===== config.mk =====
export PLATFORM = sky130hd
export DESIGN_NAME = probe_buffer_arbiter
export DESIGN_NICKNAME = d
export VERILOG_FILES = /design/src/rtl/probe_buffer_arbiter_pkg.sv /design/src/rtl/probe_buffer_arbiter_rr_pick.sv /design/src/rtl/probe_buffer_arbiter.sv
export SDC_FILE = /design/constraint.sdc
export NUM_CORES = 1
export LEC_CHECK = 0
export CAP_MARGIN = 0
export CORE_AREA = 2 2 148 150
export CTS_CLUSTER_SIZE = 24
export DETAILED_ROUTE_END_ITERATION = 16
export DIE_AREA = 0 0 150 152
export PLACE_DENSITY_LB_ADDON = 0.25
export SLEW_MARGIN = 20
export SYNTH_ARGS = -nofsm -noshare
export SYNTH_HDL_FRONTEND = slang
export SYNTH_SLANG_ARGS = --single-unit
export TNS_END_PERCENT = 10

===== constraint.sdc =====
create_clock -name clock -period 2.3 [get_ports clock]
set_input_delay 0.46 -clock clock [delete_from_list [all_inputs] [get_ports clock]]
set_output_delay 0.46 -clock clock [all_outputs]
set_load 0.01 [all_outputs]

===== src/rtl/probe_buffer_arbiter_pkg.sv =====
`default_nettype none
// ============================================================================
// Module      : probe_arb_pkg
// Description : Shared state encoding and sizing constants for the probe
//               buffer arbiter and its round-robin picker.
// Revision    : 1.0 - initial release
// ============================================================================
package probe_arb_pkg;

    localparam int DEF_NUM_REQ = 4;
    localparam int DEF_DATA_W  = 64;
    localparam int DEF_TIMEOUT = 16;

    localparam int BEAT_CNT_W  = 32;
    localparam int ABORT_CNT_W = 16;
    // TIMEOUT is at most 255, so an 8-bit idle counter always suffices
    localparam int TMO_CNT_W   = 8;

    typedef enum logic [0:0] {
        IDLE   = 1'b0,
        LOCKED = 1'b1
    } arb_state_t;

endpackage : probe_arb_pkg
`default_nettype wire


===== src/rtl/probe_buffer_arbiter_rr_pick.sv =====
`default_nettype none
// ============================================================================
// Module      : rr_pick
// Description : Round-robin picker: first asserted request at or above ptr,
//               wrapping, returned as a one-hot grant and a binary index.
// Revision    : 1.0 - initial release
// ============================================================================
module rr_pick #(
    parameter int NUM_REQ = 4,
    parameter int PTR_W   = $clog2(NUM_REQ)
) (
    input  logic [NUM_REQ-1:0] req,
    input  logic [PTR_W-1:0]   ptr,
    output logic [NUM_REQ-1:0] grant,
    output logic [PTR_W-1:0]   index,
    output logic               valid
);

    localparam logic [PTR_W:0] c_num = (PTR_W+1)'(NUM_REQ);

    logic [PTR_W:0] w_cand;

    // Walk offsets from the far end so the nearest hit to ptr wins last
    always_comb begin
        grant  = '0;
        index  = '0;
        valid  = 1'b0;
        w_cand = '0;
        for (int k = NUM_REQ - 1; k >= 0; k--) begin
            w_cand = {1'b0, ptr} + (PTR_W+1)'(k);
            if (w_cand >= c_num) begin
                w_cand = w_cand - c_num;
            end
            if (req[w_cand[PTR_W-1:0]]) begin
                valid = 1'b1;
                index = w_cand[PTR_W-1:0];
            end
        end
        if (valid) begin
            grant[index] = 1'b1;
        end
    end

endmodule : rr_pick
`default_nettype wire


===== src/rtl/probe_buffer_arbiter.sv =====
`default_nettype none
// ============================================================================
// Module      : probe_buffer_arbiter
// Description : Message-locking round-robin arbiter feeding the probe buffer
//               write port, with idle timeout abort and beat/abort counters.
// Revision    : 1.0 - initial release
// ============================================================================
module probe_buffer_arbiter
    import probe_arb_pkg::*;
#(
    parameter int NUM_REQ = DEF_NUM_REQ,
    parameter int DATA_W  = DEF_DATA_W,
    parameter int TIMEOUT = DEF_TIMEOUT
) (
    input  logic                      clock,
    input  logic                      reset,
    input  logic                      enable,
    input  logic [NUM_REQ-1:0]        req_valid,
    input  logic [NUM_REQ-1:0]        req_last,
    input  logic [NUM_REQ*DATA_W-1:0] req_data,
    output logic [NUM_REQ-1:0]        req_ready,
    output logic [DATA_W-1:0]         probe_write,
    output logic                      probe_wen,
    output logic [BEAT_CNT_W-1:0]     beat_count,
    output logic [ABORT_CNT_W-1:0]    abort_count,
    output logic                      busy
);

    localparam int                    PTR_W      = $clog2(NUM_REQ);
    localparam logic [PTR_W-1:0]      c_last_idx = PTR_W'(NUM_REQ - 1);
    localparam logic [TMO_CNT_W-1:0]  c_tmo_last = TMO_CNT_W'(TIMEOUT - 1);

    function automatic logic [PTR_W-1:0] inc_idx(input logic [PTR_W-1:0] i);
        return (i == c_last_idx) ? '0 : i + 1'b1;
    endfunction

    arb_state_t             r_state, w_state_nxt;
    logic [PTR_W-1:0]       r_owner, w_owner_nxt;
    logic [PTR_W-1:0]       r_rr_ptr, w_rr_ptr_nxt;
    logic [TMO_CNT_W-1:0]   r_tmo, w_tmo_nxt;
    logic                   w_abort;

    logic [DATA_W-1:0]      r_probe_write;
    logic                   r_probe_wen;
    logic [BEAT_CNT_W-1:0]  r_beat_count;
    logic [ABORT_CNT_W-1:0] r_abort_count;

    logic [NUM_REQ-1:0]     w_pick_grant;
    logic [PTR_W-1:0]       w_pick_idx;
    logic                   w_pick_any;
    logic [NUM_REQ-1:0]     w_owner_oh;
    logic [PTR_W-1:0]       w_sel_idx;
    logic                   w_sel_last;
    logic [DATA_W-1:0]      w_sel_data;
    logic                   w_accept;
    logic [DATA_W-1:0]      w_data_arr [NUM_REQ];

    for (genvar gi = 0; gi < NUM_REQ; gi++) begin : g_unpack
        assign w_data_arr[gi] = req_data[gi*DATA_W +: DATA_W];
    end

    rr_pick #(
        .NUM_REQ (NUM_REQ),
        .PTR_W   (PTR_W)
    ) u_rr_pick (
        .req   (req_valid),
        .ptr   (r_rr_ptr),
        .grant (w_pick_grant),
        .index (w_pick_idx),
        .valid (w_pick_any)
    );

    assign w_owner_oh = {{(NUM_REQ-1){1'b0}}, 1'b1} << r_owner;

    // Ready never looks at data or last, so no path from those inputs exists
    always_comb begin
        req_ready = '0;
        if (reset && enable) begin
            if (r_state == LOCKED) begin
                req_ready = w_owner_oh;
            end else if (w_pick_any) begin
                req_ready = w_pick_grant;
            end
        end
    end

    assign w_accept   = |(req_ready & req_valid);
    assign w_sel_idx  = (r_state == LOCKED) ? r_owner : w_pick_idx;
    assign w_sel_last = req_last[w_sel_idx];
    assign w_sel_data = w_data_arr[w_sel_idx];

    always_comb begin
        w_state_nxt  = r_state;
        w_owner_nxt  = r_owner;
        w_rr_ptr_nxt = r_rr_ptr;
        w_tmo_nxt    = r_tmo;
        w_abort      = 1'b0;
        case (r_state)
            IDLE: begin
                if (w_accept) begin
                    if (w_sel_last) begin
                        w_rr_ptr_nxt = inc_idx(w_pick_idx);
                    end else begin
                        w_state_nxt = LOCKED;
                        w_owner_nxt = w_pick_idx;
                        w_tmo_nxt   = '0;
                    end
                end
            end
            LOCKED: begin
                if (enable) begin
                    if (w_accept) begin
                        // A beat on the threshold cycle wins over the abort
                        w_tmo_nxt = '0;
                        if (w_sel_last) begin
                            w_state_nxt  = IDLE;
                            w_rr_ptr_nxt = inc_idx(r_owner);
                        end
                    end else if (r_tmo == c_tmo_last) begin
                        w_abort      = 1'b1;
                        w_state_nxt  = IDLE;
                        w_rr_ptr_nxt = inc_idx(r_owner);
                        w_tmo_nxt    = '0;
                    end else begin
                        w_tmo_nxt = r_tmo + 1'b1;
                    end
                end
            end
            default: begin
                w_state_nxt = IDLE;
            end
        endcase
    end

    always_ff @(posedge clock or negedge reset) begin
        if (!reset) begin
            r_state  <= IDLE;
            r_owner  <= '0;
            r_rr_ptr <= '0;
            r_tmo    <= '0;
        end else begin
            r_state  <= w_state_nxt;
            r_owner  <= w_owner_nxt;
            r_rr_ptr <= w_rr_ptr_nxt;
            r_tmo    <= w_tmo_nxt;
        end
    end

    always_ff @(posedge clock or negedge reset) begin
        if (!reset) begin
            r_probe_write <= '0;
            r_probe_wen   <= 1'b0;
            r_beat_count  <= '0;
            r_abort_count <= '0;
        end else begin
            r_probe_wen <= w_accept;
            if (w_accept) begin
                r_probe_write <= w_sel_data;
                r_beat_count  <= r_beat_count + 1'b1;
            end
            if (w_abort && (r_abort_count != '1)) begin
                r_abort_count <= r_abort_count + 1'b1;
            end
        end
    end

    assign probe_write = r_probe_write;
    assign probe_wen   = r_probe_wen;
    assign beat_count  = r_beat_count;
    assign abort_count = r_abort_count;
    assign busy        = (r_state == LOCKED);

endmodule : probe_buffer_arbiter
`default_nettype wire


# == Word-level counts from Yosys, hierarchy flattened ==
# Cells that the tools add are included.
# totals
regBits,126
input_bits,267
# classes
n_addsub,12
n_lt_le_gt_ge,12
n_eq_ne,10
n_shift,1
n_mux,56
bitwise_logic,4
n_reduce_logical,7
# ops
cell,n
64-bit binary-select mux with 2-bit select,1
64-bit two-way mux,2
8-bit two-way mux,5
2-bit two-way mux,17
"32-bit by 1-bit adder with 32-bit output, second input constant",1
1-bit two-way mux,19
"2-bit by 3-bit less-than comparator with 1-bit output, second input constant",6
"16-bit by 1-bit adder with 16-bit output, second input constant",1
"16-bit inequality test, second input constant",1
8-bit one-hot mux with 2 select lines,1
"3-bit greater-or-equal comparator, second input constant",4
4-bit two-way mux,3
1-bit binary-select mux with 2-bit select,5
"8-bit by 1-bit adder with 8-bit output, second input constant",1
"8-bit by 4-bit == test with 1-bit output, second input constant",1
"2-bit inequality test, second input constant",4
"2-bit by 1-bit subtractor with 2-bit output, second input constant",4
"2-bit by 2-bit adder with 3-bit output, second input constant",2
3-bit AND reduction,2
5-bit AND reduction,1
"2-bit by 1-bit adder with 2-bit output, second input constant",2
4-bit AND,1
"2-bit == test, second input constant",2
2-bit one-hot mux with 2 select lines,1
12 further kinds,15

# == Longest topological paths before layout ==
# depth
depth_word,22
mapped_depth,14
ltp_nobuf,13

# == Cells and area by module ==
# Synthesis repeated with hierarchy kept, for this count alone.
# unflattened
cells_unflattened,711
area_unflattened_um2,7387.1
# modules_own_cells
mod,instances,cells_per_inst,area_per_inst_um2
probe_buffer_arbiter,1,678,7175.6
rr_pick,1,33,211.5

# == Least setup slack after synthesis ==
# Ideal clock, no wire load.
# synth_path
path_type,input to register
start,input req_valid[2]
end,register r_abort_count[1] (netlist: abort_count[1])
t_arrival_ns,2.541
required_time_ns,2.175
path_slack_ns,-0.366
cell_stages,11
cell_sequence,nor2b_1 a221oi_1 nor2_1 ha_1 nor2b_1 o211ai_1 and4_4 inv_4 buf_6 or2_4 mux2_4
# synth_between
elab_chain_cells,19
word_cells_on_any_way,30
# synth_rtl
item,line,source
"start, declared",probe_buffer_arbiter.sv:18,"input logic [NUM_REQ-1:0] req_valid,"
1-bit binary-select mux with 2-bit select,probe_buffer_arbiter_rr_pick.sv:34,if (req[w_cand[PTR_W-1:0]]) begin
1-bit two-way mux (not written as such),probe_buffer_arbiter_rr_pick.sv:34,
2-bit two-way mux (3 in a row),probe_buffer_arbiter_rr_pick.sv:34,
2-bit two-way mux (*),probe_buffer_arbiter_rr_pick.sv:34,
via u_rr_pick.index[1],probe_buffer_arbiter_rr_pick.sv:15,"output logic [PTR_W-1:0] index,"
2-bit by 3-bit less-than comparator with 1-bit output (not written as such) / 2-bit by 1-bit greater-or-equal comparator with 1-bit output (equally long branches),probe_buffer_arbiter_rr_pick.sv:40,grant[index] = 1'b1;
1-bit logical AND (not written as such),probe_buffer_arbiter_rr_pick.sv:40,
1-bit two-way mux (not written as such),probe_buffer_arbiter_rr_pick.sv:40,
(+3 left out),-,
4-bit two-way mux (*),probe_buffer_arbiter.sv:78,if (reset && enable) begin
4-bit AND (*),probe_buffer_arbiter.sv:87,assign w_accept = |(req_ready & req_valid);
4-bit OR reduction (*),probe_buffer_arbiter.sv:87,
via w_accept,probe_buffer_arbiter.sv:55,logic w_accept;
1-bit two-way mux (*),probe_buffer_arbiter.sv:112,if (w_accept) begin
1-bit two-way mux (*),probe_buffer_arbiter.sv:111,if (enable) begin
1-bit two-way mux (*),probe_buffer_arbiter.sv:98,case (r_state)
1-bit logical AND (*),probe_buffer_arbiter.sv:161,if (w_abort && (r_abort_count != '1)) begin
"end signal, assigned",probe_buffer_arbiter.sv:162,r_abort_count <= r_abort_count + 1'b1;
"end, declared",probe_buffer_arbiter.sv:46,logic [ABORT_CNT_W-1:0] r_abort_count;
# Mark *: on every way through the listed nets, which the timed path passes. The rest lies on a longest branch. The select of a mux whose other input is x is not followed.
# A chain may end at the register's enable or synchronous reset.

# == Worst setup path after layout ==
# layout_path
start,register r_rr_ptr[1]
end,register r_beat_count[21] (netlist: beat_count[21])
# layout_between
elab_chain_cells,18
word_cells_on_any_way,41
# layout_rtl
item,line,source
"start, declared",probe_buffer_arbiter.sv:39,"logic [PTR_W-1:0] r_rr_ptr, w_rr_ptr_nxt;"
"start signal, assigned",probe_buffer_arbiter.sv:144,r_rr_ptr <= w_rr_ptr_nxt;
2-bit by 2-bit adder with 3-bit output,probe_buffer_arbiter_rr_pick.sv:30,"w_cand = {1'b0, ptr} + (PTR_W+1)'(k);"
3-bit greater-or-equal comparator / 2-bit by 1-bit subtractor with 2-bit output (equally long branches),"probe_buffer_arbiter_rr_pick.sv:31, probe_buffer_arbiter_rr_pick.sv:32",
2-bit two-way mux,probe_buffer_arbiter_rr_pick.sv:31,if (w_cand >= c_num) begin
1-bit binary-select mux with 2-bit select,probe_buffer_arbiter_rr_pick.sv:34,
1-bit two-way mux (not written as such),probe_buffer_arbiter_rr_pick.sv:34,
2-bit two-way mux (3 in a row),probe_buffer_arbiter_rr_pick.sv:34,
2-bit two-way mux (*),probe_buffer_arbiter_rr_pick.sv:34,
via u_rr_pick.index[0],probe_buffer_arbiter_rr_pick.sv:15,
2-bit by 3-bit less-than comparator with 1-bit output (not written as such) / 2-bit by 1-bit greater-or-equal comparator with 1-bit output (equally long branches),probe_buffer_arbiter_rr_pick.sv:40,
1-bit logical AND (not written as such),probe_buffer_arbiter_rr_pick.sv:40,
1-bit two-way mux (not written as such),probe_buffer_arbiter_rr_pick.sv:40,
1-bit demux with 2-bit select (*),-,
4-bit two-way mux (*),probe_buffer_arbiter.sv:81,end else if (w_pick_any) begin
4-bit two-way mux (*),probe_buffer_arbiter.sv:79,if (r_state == LOCKED) begin
4-bit two-way mux (*),probe_buffer_arbiter.sv:78,
4-bit AND (*),probe_buffer_arbiter.sv:87,
4-bit OR reduction (*),probe_buffer_arbiter.sv:87,
"end signal, assigned",probe_buffer_arbiter.sv:159,r_beat_count <= r_beat_count + 1'b1;
"end, declared",probe_buffer_arbiter.sv:45,logic [BEAT_CNT_W-1:0] r_beat_count;
# Marks and branches as above.

==> results.json <==
{
  "run_status": "finished, violations left",
  "violations_in_the_final_reports": "negative setup slack",
  "fp.dieW_um": 150,
  "netlist_instances": 752,
  "max-vdd-ir-drop_uv": 621,
  "grt_setup_unrepaired": "true",
  "core_area_um2": 21400,
  "routed_wire_length_per_instance_um": 20.0,
  "drt_iter0_markers": 350,
  "report.final.slew_viol_count": 0,
  "timing.hold.worst.class": "input port to asynchronous set/reset pin",
  "slew_headroom_pct": 53.5,
  "p_int_w": 0.00925,
  "power_leakage_nw": 6.07,
  "worstSetupPathType": "register to register",
  "maximum_number_of_pins_on_one_net_before_global_route_repair": 127,
  "fmaxAchievable_ghz": 0.386,
  "postPlaceCellArea_um2": 12400,
  "seq_total_area_yosys_pct": 40.0,
  "slowest_delay_ns": 0.43,
  "crit_path_start_kind": "register",
  "global_route_wire_length_before_repair_um": 43200,
  "cts_tree": "yes",
  "fin_crit_ns": 2.59,
  "ios": 385,
  "final_number_of_setup_violating_endpoints": 128,
  "worstPathBufferInverterCount": 2,
  "start_util_pct": 37.0,
  "drive_gt1_share_pct": 21.0,
  "final_util_pct": 63.2,
  "power.clock.fraction_pct": 17.5,
  "synth_warn": 0,
  "async_flop_share_pct": 100,
  "power.density_nw_per_um2": 1090,
  "tritonroute_pass_1_iters": 4,
  "sequentialPowerShare_pct": 23.0,
  "layout.nets": 1478,
  "report.final.hold_viol_count": 0,
  "io_buffers": 384,
  "syn-mean-instance-area_um2": 10.5,
  "cts.htree.levels": 4,
  "holdWs_ns": 0.151,
  "cts_max_path_buffers": 2,
  "gr-total-overflow": 0,
  "finalClockSkew_ns": 0.00829,
  "final_design_area_no_fill_um2": 13500,
  "crit_slowest_cell": "sky130_fd_sc_hd__dfrtp_2",
  "detail_route.wirelength.met1_um": 12500,
  "via_per_inst": 5.01,
  "ys.flop_type": "sky130_fd_sc_hd__dfrtp_1",
  "cts-buffers-inserted": 17,
  "ys_types": 55,
  "routed-wl-met3_um": 2180,
  "cts.reportedPaths.clkPinSlew_ns": 0.06,
  "fillers": 1799,
  "clock_sinks": 126,
  "antenna_violations_before_repair": 8,
  "power.net_switching_w": 0.00543,
  "die_area_um2": 22800,
  "timing.critical_path.cells": "nand2b_4 > a21o_1 > o21ai_2 > nor2_4 > ha_2 > nor2b_4 > o211ai_1 > and4_4 > buf_12 > nor3_4 > buf_6 > nand3_1 > xnor2_1",
  "synth_edf_count": 0,
  "netSwitchingFraction_pct": 37.0,
  "setup_ws_post_layout_ns": -0.294,
  "kind_of_end_point_of_the_critical_path": "register",
  "ant_nets": 0,
  "crit_arrival_ns": 2.90,
  "met2RoutedLength_um": 14700,
  "holdBufCountCts": 0,
  "worst-path-max-fanout": 7,
  "cp_top_family": "simple AND/OR/NAND/NOR gates",
  "combinationalPowerShare_pct": 59.5,
  "worst_skew_pair.late_latency_ns": 0.42,
  "crit_required_ns": 2.60,
  "syn_nets": 1030,
  "final.setup.tns_ns": -23.70,
  "detailroute.via_count": 7505,
  "wl_um": 30000,
  "die_h_um": 152,
  "syn_to_final_growth_pct": 71.1,
  "cts_root_buffer": "sky130_fd_sc_hd__clkbuf_16",
  "syn-cell-area_um2": 7890,
  "gp_routability_congestion": 0.859,
  "period_share_pct": 113,
  "synth-seq-cells": 126,
  "globalRouteTotalUtil_pct": 24.9,
  "max_cap_violations": 0,
  "topRoutingLayerUsed": "met5",
  "floorplan.rows": 54,
  "first_global_vias": 7398,
  "final_routed_drc_violation_total": 0,
  "worst_slew_pin_slew_ns": 0.698,
  "hpwl_um": 22700
}
==> cell usage in the layout, fill, tap and decap left out, drive strengths merged, types with 3 or more instances in the layout <==
cell type      count
dlygate4sd2        4
xor2              13
nand4             13
inv               17
nand3             21
clkdlybuf4s50    375
clkbuf            22
o211a              3
nand2             90
dfrtp            126
nor2              18
a21oi              9
nor3b              4
mux2              67
clkinv             9
ha                11
nor2b              7
and2               8
diode              5
nand2b             3
mux2i            132
and4               6
nor3               7
buf               90
and3              18
o211ai             5
o21ai             72
xnor2             36
==> worst reg2reg max path, cell delays in order, from the launching register on <==
cell	delay, ns
sky130_fd_sc_hd__dfrtp_2	0.43
sky130_fd_sc_hd__nand2b_4	0.15
sky130_fd_sc_hd__a21o_1	0.14
sky130_fd_sc_hd__o21ai_2	0.07
sky130_fd_sc_hd__nor2_4	0.20
sky130_fd_sc_hd__ha_2	0.21
sky130_fd_sc_hd__nor2b_4	0.15
sky130_fd_sc_hd__o211ai_1	0.08
sky130_fd_sc_hd__and4_4	0.23
sky130_fd_sc_hd__buf_12	0.15
sky130_fd_sc_hd__nor3_4	0.30
sky130_fd_sc_hd__buf_6	0.16
sky130_fd_sc_hd__nand3_1	0.08
sky130_fd_sc_hd__xnor2_1	0.14
==> power by group through the flow <==
stage | clock (W) | combinational [W] | sequential [W]
2_1_floorplan | 0 | 0.00480 | 0.00359
3_3_place_gp | 0 | 0.00814 | 0.00336
3_5_place_dp | 0 | 0.00822 | 0.00339
4_1_cts | 0.00262 | 0.00852 | 0.00336
5_1_grt | 0.00270 | 0.00937 | 0.00346
6_report | 0.00257 | 0.00874 | 0.00338
==> worst paths after layout <==
check / to / slack, ns / start / depth (start not counted)
worst max-delay path: beat_count[21] / -0.29 / r_rr_ptr[1] / 13
worst min-delay path: r_owner[0] / 0.15 / reset / 2
worst max register to register: beat_count[21] / -0.29 / r_rr_ptr[1] / 13
worst min register to register: probe_write[63] / 0.48 / probe_write[63] / 2
max in group asynchronous: probe_write[5] / 1.64 / reset / 2
min in group clock: probe_write[63] / 0.48 / probe_write[63] / 2
==> logic make-up (layout without fill, tap and decap cells) <==
group                    after synthesis  count (layout)  synth area share [%]
flip-flops                           126             126                  40.0
other                                  0               5                     0
adder cells (fa/ha/maj)               11              11                  1.74
AO/OA/AOI/OAI                        105             105                  8.55
multiplexers                         199             199                  26.4
XOR/XNOR                              49              49                  5.44
AND/OR/NAND/NOR                      202             202                  13.0
buffers and inverters                 60             521                  4.93
==> routing by layer <==
| layer | vias up | GRT usage [%] |
|---|---|---|
| li1 | 3595 | - |
| met1 | 3644 | 31.1 |
| met2 | 223 | 42.0 |
| met3 | 37 | 6.67 |
| met4 | 6 | 7.55 |
| met5 | - | 0 |
==> per-stage QoR <==
stage / total power (W) / setup WS, ns / cells
2_1_floorplan: 0.00839 / -0.219 / 752
3_3_place_gp: 0.0115 / -0.968 / 1442
3_5_place_dp: 0.0116 / -1.04 / 1442
4_1_cts: 0.0145 / -0.293 / 1481
5_1_grt: 0.0155 / -0.412 / 1497
6_report: 0.0147 / -0.294 / 1498
==> Yosys cell counts (2+ instances only) <==
library cell               instances  area share, %
sky130_fd_sc_hd__ha_1             11            1.7
sky130_fd_sc_hd__buf_8             2           0.38
sky130_fd_sc_hd__nand4b_1          2           0.22
sky130_fd_sc_hd__nor2b_1           7           0.56
sky130_fd_sc_hd__buf_2            10           0.63
sky130_fd_sc_hd__and3_1           18            1.4
sky130_fd_sc_hd__o211a_1           3           0.38
sky130_fd_sc_hd__o21ai_0           6           0.38
sky130_fd_sc_hd__o21ai_1          65            4.1
sky130_fd_sc_hd__buf_6            16            2.3
sky130_fd_sc_hd__nor3_4            3           0.62
sky130_fd_sc_hd__nor3_1            4           0.25
sky130_fd_sc_hd__xnor2_1          36            4.0
sky130_fd_sc_hd__inv_1            14           0.67
sky130_fd_sc_hd__nand3_1          21            1.3
sky130_fd_sc_hd__o31a_1            2           0.22
sky130_fd_sc_hd__xor2_1           13            1.4
sky130_fd_sc_hd__mux2i_1         132             17
sky130_fd_sc_hd__nor2_1           17           0.81
sky130_fd_sc_hd__nor3b_1           4           0.38
sky130_fd_sc_hd__and2_1            8           0.63
sky130_fd_sc_hd__nand2_1          90            4.3
sky130_fd_sc_hd__a21oi_1           9           0.57
sky130_fd_sc_hd__o211ai_1          4           0.38
sky130_fd_sc_hd__nand4_1          13            1.0
sky130_fd_sc_hd__dfrtp_1         126             40
sky130_fd_sc_hd__inv_4             2           0.16
sky130_fd_sc_hd__mux2_2           65            9.3
sky130_fd_sc_hd__nand2b_1          3           0.24
sky130_fd_sc_hd__and4_1            5           0.56
sky130_fd_sc_hd__a311o_1           2           0.25
sky130_fd_sc_hd__clkbuf_1         15           0.71
sky130_fd_sc_hd__nor4_1            2           0.16
==> final cells by class <==
type	instances	area (µm²)	area share (%)
Timing Repair Buffer	473	4740	35.1
Multi-Input combinational cell	566	4610	34.1
Sequential cell	126	3160	23.4
Clock buffer	19	443	3.28
Tap cell	280	350	2.60
Clock inverter	13	118	0.871
Inverter	16	70.1	0.519
Antenna cell	5	12.5	0.0927
==> timing repair <==
| action | 4_1_cts | 5_1_grt |
|---|---|---|
| setup buffers | 6 | 8 |
| resized for setup | 67 | 24 |
| endpoints found under the setup margin | 129 | 129 |
| gates cloned | 1 | 4 |
| pin swaps | 24 | 22 |
| endpoints found under the hold margin | 0 | 0 |
==> flip-flops by register name, indices dropped and copies added (netlist names) <==
| signal | count |
|---|---|
| busy | 1 |
| r_owner | 2 |
| probe_write | 64 |
| r_tmo | 8 |
| abort_count | 16 |
| probe_wen | 1 |
| beat_count | 32 |
| r_rr_ptr | 2 |
(Power assumes the default switching activity.)
